<file path="config.mk">
export PLATFORM = sky130hd
export DESIGN_NAME = dmem_responder_flat
export DESIGN_NICKNAME = d
export VERILOG_FILES = /design/src/rtl/dmem_responder_if.sv /design/src/rtl/dmem_responder.sv /design/src/flat_wrapper.sv
export SDC_FILE = /design/constraint.sdc
export NUM_CORES = 1
export LEC_CHECK = 0
export CAP_MARGIN = 25
export CORE_AREA = 2 2 283 285
export DETAILED_ROUTE_END_ITERATION = 8
export DIE_AREA = 0 0 285 287
export GPL_TIMING_DRIVEN = 0
export PLACE_DENSITY = 0.74
export SYNTH_ARGS = -nofsm -noshare
export SYNTH_HDL_FRONTEND = slang
export SYNTH_SLANG_ARGS = --single-unit
</file>
<file path="constraint.sdc">
create_clock -name clk_i -period 3.6 [get_ports clk_i]
set_input_delay 0.36 -clock clk_i [delete_from_list [all_inputs] [get_ports clk_i]]
set_output_delay 0.36 -clock clk_i [all_outputs]
set_load 0.05 [all_outputs]
</file>
<file path="src/rtl/dmem_responder_if.sv">
`default_nettype none
// ============================================================================
// Module      : dmem_responder_if
// Description : Request/response bus between the core data port and the
//               data-memory responder.
// Revision    : 1.0 - initial release
// ============================================================================
interface dmem_responder_if;
  logic        req_i;
  logic        we_i;
  logic [31:0] addr_i;
  logic [31:0] wdata_i;
  logic        ack_o;
  logic [31:0] rdata_o;
  logic        err_o;
  logic        busy_o;

  modport master (
    output req_i, we_i, addr_i, wdata_i,
    input  ack_o, rdata_o, err_o, busy_o
  );

  modport slave (
    input  req_i, we_i, addr_i, wdata_i,
    output ack_o, rdata_o, err_o, busy_o
  );
endinterface
`default_nettype wire

</file>
<file path="src/rtl/dmem_responder.sv">
`default_nettype none
// ============================================================================
// Module      : dmem_responder
// Description : Word-addressed data memory with a fixed number of wait states,
//               req/ack handshake and misalignment / range fault reporting.
// Revision    : 1.0 - initial release
// ============================================================================
module dmem_responder #(
  parameter int DEPTH_LOG2 = 5,
  parameter int LATENCY    = 3
) (
  input  logic             clk_i,
  input  logic             rst_i,
  dmem_responder_if.slave  bus
);

  localparam int         c_depth    = 1 << DEPTH_LOG2;
  localparam logic [3:0] c_lat_init = 4'(LATENCY - 1);

  typedef enum logic [1:0] {
    ST_IDLE = 2'd0,
    ST_WAIT = 2'd1,
    ST_RESP = 2'd2
  } state_t;

  state_t r_state;
  state_t w_state_nxt;

  logic                  r_we;
  logic [31:0]           r_addr;
  logic [31:0]           r_wdata;
  logic [3:0]            r_cnt;
  logic [31:0]           r_rdata;
  logic                  r_err;
  logic [31:0]           r_mem [c_depth];

  logic                  w_accept;
  logic                  w_commit;
  logic                  w_fault;
  logic [DEPTH_LOG2-1:0] w_idx;

  // Fault and index come from the captured address, so bus changes after
  // acceptance cannot affect the access.
  assign w_idx   = r_addr[DEPTH_LOG2+1:2];
  assign w_fault = (|r_addr[1:0]) || (|r_addr[31:DEPTH_LOG2+2]);

  always_ff @(posedge clk_i or posedge rst_i) begin
    if (rst_i) begin
      r_state <= ST_IDLE;
    end else begin
      r_state <= w_state_nxt;
    end
  end

  always_comb begin
    w_state_nxt = r_state;
    w_accept    = 1'b0;
    w_commit    = 1'b0;
    case (r_state)
      ST_IDLE: begin
        if (bus.req_i) begin
          w_accept    = 1'b1;
          w_state_nxt = ST_WAIT;
        end
      end
      ST_WAIT: begin
        if (r_cnt == 4'd0) begin
          w_commit    = 1'b1;
          w_state_nxt = ST_RESP;
        end
      end
      ST_RESP: begin
        w_state_nxt = ST_IDLE;
      end
      default: begin
        w_state_nxt = ST_IDLE;
      end
    endcase
  end

  always_ff @(posedge clk_i or posedge rst_i) begin
    if (rst_i) begin
      r_we    <= 1'b0;
      r_addr  <= 32'd0;
      r_wdata <= 32'd0;
      r_cnt   <= 4'd0;
      r_rdata <= 32'd0;
      r_err   <= 1'b0;
    end else begin
      if (w_accept) begin
        r_we    <= bus.we_i;
        r_addr  <= bus.addr_i;
        r_wdata <= bus.wdata_i;
        r_cnt   <= c_lat_init;
      end else if ((r_state == ST_WAIT) && (r_cnt != 4'd0)) begin
        r_cnt <= r_cnt - 4'd1;
      end

      if (w_commit) begin
        r_err   <= w_fault;
        r_rdata <= (!r_we && !w_fault) ? r_mem[w_idx] : 32'd0;
      end else if (r_state == ST_RESP) begin
        r_err   <= 1'b0;
        r_rdata <= 32'd0;
      end
    end
  end

  // Array has no reset; an abort forces IDLE asynchronously, so no commit
  // can occur on an edge while reset is held.
  always_ff @(posedge clk_i) begin
    if (w_commit && r_we && !w_fault) begin
      r_mem[w_idx] <= r_wdata;
    end
  end

  assign bus.ack_o   = (r_state == ST_RESP);
  assign bus.busy_o  = (r_state != ST_IDLE);
  assign bus.rdata_o = r_rdata;
  assign bus.err_o   = r_err;

endmodule
`default_nettype wire

</file>
<file path="src/flat_wrapper.sv">
// flat-port wrapper written by rule: the top's interface ports become plain ports
module dmem_responder_flat 
#(
  parameter int DEPTH_LOG2 = 5,
  parameter int LATENCY    = 3
)
  (clk_i, rst_i, bus_req_i, bus_we_i, bus_addr_i, bus_wdata_i, bus_ack_o, bus_rdata_o, bus_err_o, bus_busy_o);
  dmem_responder_if bus_i ();
  input  logic clk_i;
  input  logic rst_i;
  input wire logic [$bits(bus_i.req_i)-1:0] bus_req_i;
  input wire logic [$bits(bus_i.we_i)-1:0] bus_we_i;
  input wire logic [$bits(bus_i.addr_i)-1:0] bus_addr_i;
  input wire logic [$bits(bus_i.wdata_i)-1:0] bus_wdata_i;
  output wire logic [$bits(bus_i.ack_o)-1:0] bus_ack_o;
  output wire logic [$bits(bus_i.rdata_o)-1:0] bus_rdata_o;
  output wire logic [$bits(bus_i.err_o)-1:0] bus_err_o;
  output wire logic [$bits(bus_i.busy_o)-1:0] bus_busy_o;
  assign bus_i.req_i = bus_req_i;
  assign bus_i.we_i = bus_we_i;
  assign bus_i.addr_i = bus_addr_i;
  assign bus_i.wdata_i = bus_wdata_i;
  assign bus_ack_o = bus_i.ack_o;
  assign bus_rdata_o = bus_i.rdata_o;
  assign bus_err_o = bus_i.err_o;
  assign bus_busy_o = bus_i.busy_o;
  dmem_responder #(.DEPTH_LOG2(DEPTH_LOG2), .LATENCY(LATENCY)) u_core (.clk_i(clk_i), .rst_i(rst_i), .bus(bus_i));
endmodule
</file>
==> reports/qor_table.md, run 1 <==
| Step | Result | Value |
|:---|:---|:---|
| synthesis | Dominant synthesized flop cell | sky130_fd_sc_hd__edfxtp_1 |
| timing | Final count of hold timing violations | 0 |
| floorplanning | Horizontal extent of the die | 285 um |
| critical path | Arrival time reported for the critical path endpoint | 3.88 ns |
| critical path | Required time worst endpoint | 3.96 ns |
| synthesis | Fraction of the yosys area taken by sequential cells | 0.7779 |
| critical path | CP Cell Sequence | inv_1, ha_1, or3b_1, nand2b_4, nor4_4, or3b_1, buf_2, nor2_4, buf_12 |
| critical path | Largest stage delay on the critical path | 0.46 ns |
| floorplanning | Initial core utilization | 0.5454 |
| timing | Final number of setup-violating endpoints | 0 |
| timing | RSZ-0062 raised after global routing | no |
| global route | Overflow left after global routing | 0 |
| routing | Number of routed nets with antenna violations | 0 |
| critical path | Reg2reg path depth | 9 |
| critical path | Peak fanout along the critical path | 23 |
| clock network | CTS tree | done |
| power and ir drop | Power spent charging and discharging nets | 12.35 mW |
| synthesis | Post-synth net total | 2199 |
| critical path | FF-to-FF Start | u_core.r_cnt[0]$_DFFE_PP0P_ |
| routing | Residual DRC | 0 |
| floorplanning | Area enclosed by the die boundary | 0.08180 mm2 |
| timing | Worst relative slew slack | 0.2411 |
| routing | Count of TritonRoute iterations in the first routing pass | 6 |
| power and ir drop | Power share of the combinational group | 0.265 |
| critical path | Setup slack on the worst flop-to-flop path | 0.08 ns |
| routing | Detailed-route via count | 22750 |
| worst hold path | Path type of the worst min-delay path | in2async |
| global route | Largest net degree at the start of global routing | 60 |
| final layout | Design Area, Final | 0.05094 mm2 |
| global route | GRT Util Overall | 0.2603 |
| final layout | Synthesis-to-layout area growth | 18.81% |
| timing | Fin crit period | 3.517 ns |
| critical path | Category of the worst setup path capture point | flip-flop |
| placement | Cell area reported after detailed placement | 0.04623 mm2 |
| clock network | Cell at the root of the clock tree | sky130_fd_sc_hd__clkbuf_16 |
| critical path | CP Buf/Inv Count | 3 |
| routing | Initial drt markers | 2786 |
| timing | Fin Clk Skew | 0.02851 ns |
| final layout | Final net count | 2501 |
| power and ir drop | Power share of the clock group | 0.300 |
| critical path | Cell with the most instances on the worst path | sky130_fd_sc_hd__or3b_1 |
| synthesis | Number of enable-type register cells in the synthesized netlist | 1024 |
| power and ir drop | Peak supply drop | 0.0004330 V |
| synthesis | Mean Syn Cell Area | 20.14 um2 |
| final layout | Number of antenna diodes | 0 |
| routing | Wire length per cell | 30.11 um |
| power and ir drop | Static Leakage | 16.90 nW |
| timing | Fraction of the cycle the final worst path needs | 0.9770 |
| power and ir drop | Switch share | 0.3073 |
| final layout | Layout Cells excl Fill | 3573 |
| final layout | Share of final-layout standard cells stronger than drive strength 1 | 0.2667 |
| placement | Routability Congestion | 0.8538 |
| routing | WL final | 107600 um |
| clock network | Clk pin slew, worst setup/hold paths | 0.06 ns |
| clock network | Clock buffer count from CTS | 104 |
| placement | I/O Buffers | 102 |
| clock network | Skew-Pair Late Insertion Delay | 0.69 ns |
| power and ir drop | Power density normalized to cell area | 788.8 mW/mm2 |
| synthesis | Post-synthesis cell type count | 49 |
| job | Max Cap Viol | 0 |
| routing | Routed vias/inst | 6.367 |
| timing | Setup tns final | 0 ns |
| power and ir drop | Int Pwr | 27.83 mW |
| critical path | Critical path type | reg2reg |
| global route | Antenna violations before repair | 0 |
| critical path | RR Endpoint | u_core.r_mem[16][11]$_DFFE_PP_ |
| timing | Final Max Tran Viols | 0 |
| synthesis | Summed instance area of the synthesized netlist | 0.04288 mm2 |
| clock network | Number of sinks driven by the clock tree | 1128 |
| floorplanning | Die span in y | 287 um |
| timing | Slew of the pin with the lowest slew margin | 1.138 ns |
| critical path | Kind of cell with the highest combined delay on the critical path | simple AND/OR/NAND/NOR gates |
| power and ir drop | Sequential group share of total power | 0.435 |
| global route | Vias in the first global route | 23420 |
| clock network | # H-tree levels | 3 |
| placement | Estimated wirelength of the detail-placed design | 65950 um |
| synthesis | FFs w/ async S/R, synth | 0.09220 |
| power and ir drop | Total power draw | 40.18 mW |
| clock network | Bufs on Longest Clock Path | 3 |
| global route | First-pass GRT wire length | 154600 um |
| outcome | Result of the run | finished clean |
| placement | Cell Count Post-Placement | 3316 |
| synthesis | Number of synthesized register bits | 1128 |
| critical path | Worst-path cell with the longest stage delay | sky130_fd_sc_hd__nor4_4 |
| floorplanning | Core region area | 0.07861 mm2 |
| final layout | Share of the core filled with cells in the final layout | 0.6480 |
| floorplanning | Number of rows created at floorplan | 103 |
| synthesis | Number of warnings issued by yosys | 0 |
| floorplanning | # IOs | 103 |
| critical path | Launching element type of the critical path | flip-flop |
| synthesis | Synthesized instance count | 2129 |
| timing | Maximum clock rate | 0.2843 GHz |
[area by class of cell]
class / instances / area (um2)
clock buffer: 122 / 2720
inverter: 6 / 25.02
fill: 4936 / 27670
tap: 1050 / 1314
buffer: 120 / 548.0
multi-input combinational: 875 / 9199
timing repair buffer: 196 / 2705
sequential: 1128 / 33350
clock inverter: 76 / 1080
[kinds of logic after synthesis]
group / Yosys count / share of synthesized area
flip-flops: 1128 / 0.7779
buffers and inverters: 126 / 0.01331
multiplexers: 446 / 0.1461
AO/OA/AOI/OAI: 234 / 0.03948
adder cells (fa/ha/maj): 2 / 0.0005835
XOR/XNOR: 3 / 0.0006129
AND/OR/NAND/NOR: 190 / 0.02209
[cell usage after synthesis (all sizes together), types with 2 or more instances]
cell type	instances	area [um2]
edfxtp	1024	30750
mux2	187	2106
mux2i	134	1341
mux4	125	2815
o22ai	122	763.2
dfrtp	104	2603
nor2	73	274.0
buf	66	345.3
a22oi	57	427.9
clkbuf	54	202.7
nand2	33	123.9
a32o	32	320.3
nor3	30	150.1
nor2b	11	68.82
nor4	11	90.08
inv	6	22.52
a2111oi	5	43.79
nand3	5	25.02
nand3b	5	37.54
a211oi	4	30.03
a32oi	4	35.03
nand2b	4	32.53
nand4	4	25.02
o21ai	3	15.01
a22o	2	17.52
and4b	2	20.02
ha	2	25.02
or2	2	12.51
or3b	2	17.52
or4b	2	20.02
xnor2	2	17.52
[placed cells by master (no fill, tap or decap), types with 57 or more instances in the layout]
cell type                         instances
sky130_fd_sc_hd__mux4_2                 125
sky130_fd_sc_hd__edfxtp_1              1024
sky130_fd_sc_hd__a22oi_1                 57
sky130_fd_sc_hd__mux2_2                 187
sky130_fd_sc_hd__mux2i_1                134
sky130_fd_sc_hd__o22ai_1                122
sky130_fd_sc_hd__dfrtp_1                104
sky130_fd_sc_hd__clkdlybuf4s50_1        102
sky130_fd_sc_hd__clkbuf_1                67
sky130_fd_sc_hd__clkbuf_16              104
[timing repair]
item	in CTS	in global routing
hold buffers	0	0
resized for setup	1	0
endpoints found under the setup margin	587	37
buffers inserted	31	3
pin swaps	13	3
[metrics by stage]
step                hold WS, ns  setup WS [ns]
floorplan                0.4768        -0.1485
global placement         0.4804         -1.826
detailed placement       0.4811        -0.2678
CTS                      0.1338        0.06567
global route             0.1814        0.01856
finish                   0.1339        0.08292
[metal layers]
layer  part of all wire  vias up  wire length [um]  global-route usage
met5                  0        -                 0                   0
li1                   -     9358                 -                   -
met3              0.092      274              9876             0.04214
met2               0.49     1417             53110              0.4280
met1               0.37    11700             39920              0.3479
met4              0.044        0              4690              0.1154
[worst max-delay path by stage]
stage                                       startpoint                        endpoint  cells after the start
final                      u_core.r_cnt[0]$_DFFE_PP0P_  u_core.r_mem[16][11]$_DFFE_PP_                      9
after detailed placement  u_core.r_addr[2]$_DFFE_PP0P_  u_core.r_mem[11][18]$_DFFE_PP_                      8
after global placement    u_core.r_addr[2]$_DFFE_PP0P_  u_core.r_mem[19][11]$_DFFE_PP_                      7
after floorplan            u_core.r_cnt[0]$_DFFE_PP0P_   u_core.r_mem[28][0]$_DFFE_PP_                      8
after CTS                  u_core.r_cnt[0]$_DFFE_PP0P_   u_core.r_mem[8][17]$_DFFE_PP_                      9
after global routing       u_core.r_cnt[0]$_DFFE_PP0P_  u_core.r_mem[16][14]$_DFFE_PP_                      9
[sequential cells by signal, summed over array words and instances (netlist names)]
register	count
u_core.bus.err_o	1
u_core.bus.rdata_o	32
u_core.r_addr	32
u_core.r_cnt	4
u_core.r_mem	1024
u_core.r_state	2
u_core.r_wdata	32
u_core.r_we	1
[power by group through the flow]
| stage | sequential [mW] | clock (mW) | combinational, mW |
|---|---|---|---|
| 3_3_place_gp | 18.6 | 0 | 8.15 |
| 5_1_grt | 17.6 | 12.6 | 11.1 |
| 6_report | 17.5 | 12.1 | 10.6 |
| 2_1_floorplan | 17.8 | 0 | 5.76 |
| 3_5_place_dp | 18.8 | 0 | 8.58 |
| 4_1_cts | 18.5 | 12.1 | 8.74 |
Note: power is estimated with default switching activity, not from simulation.
==> run 2: changes to the inputs <==
--- a/config.mk
+++ b/config.mk
@@ -7,6 +7,7 @@
 export LEC_CHECK = 0
 export CAP_MARGIN = 25
 export CORE_AREA = 2 2 283 285
+export CTS_CLUSTER_DIAMETER = 60
 export DETAILED_ROUTE_END_ITERATION = 8
 export DIE_AREA = 0 0 285 287
 export GPL_TIMING_DRIVEN = 0
==> results of run 2 <==
The final DEF is identical to that of run 1; final timing and power are the same.
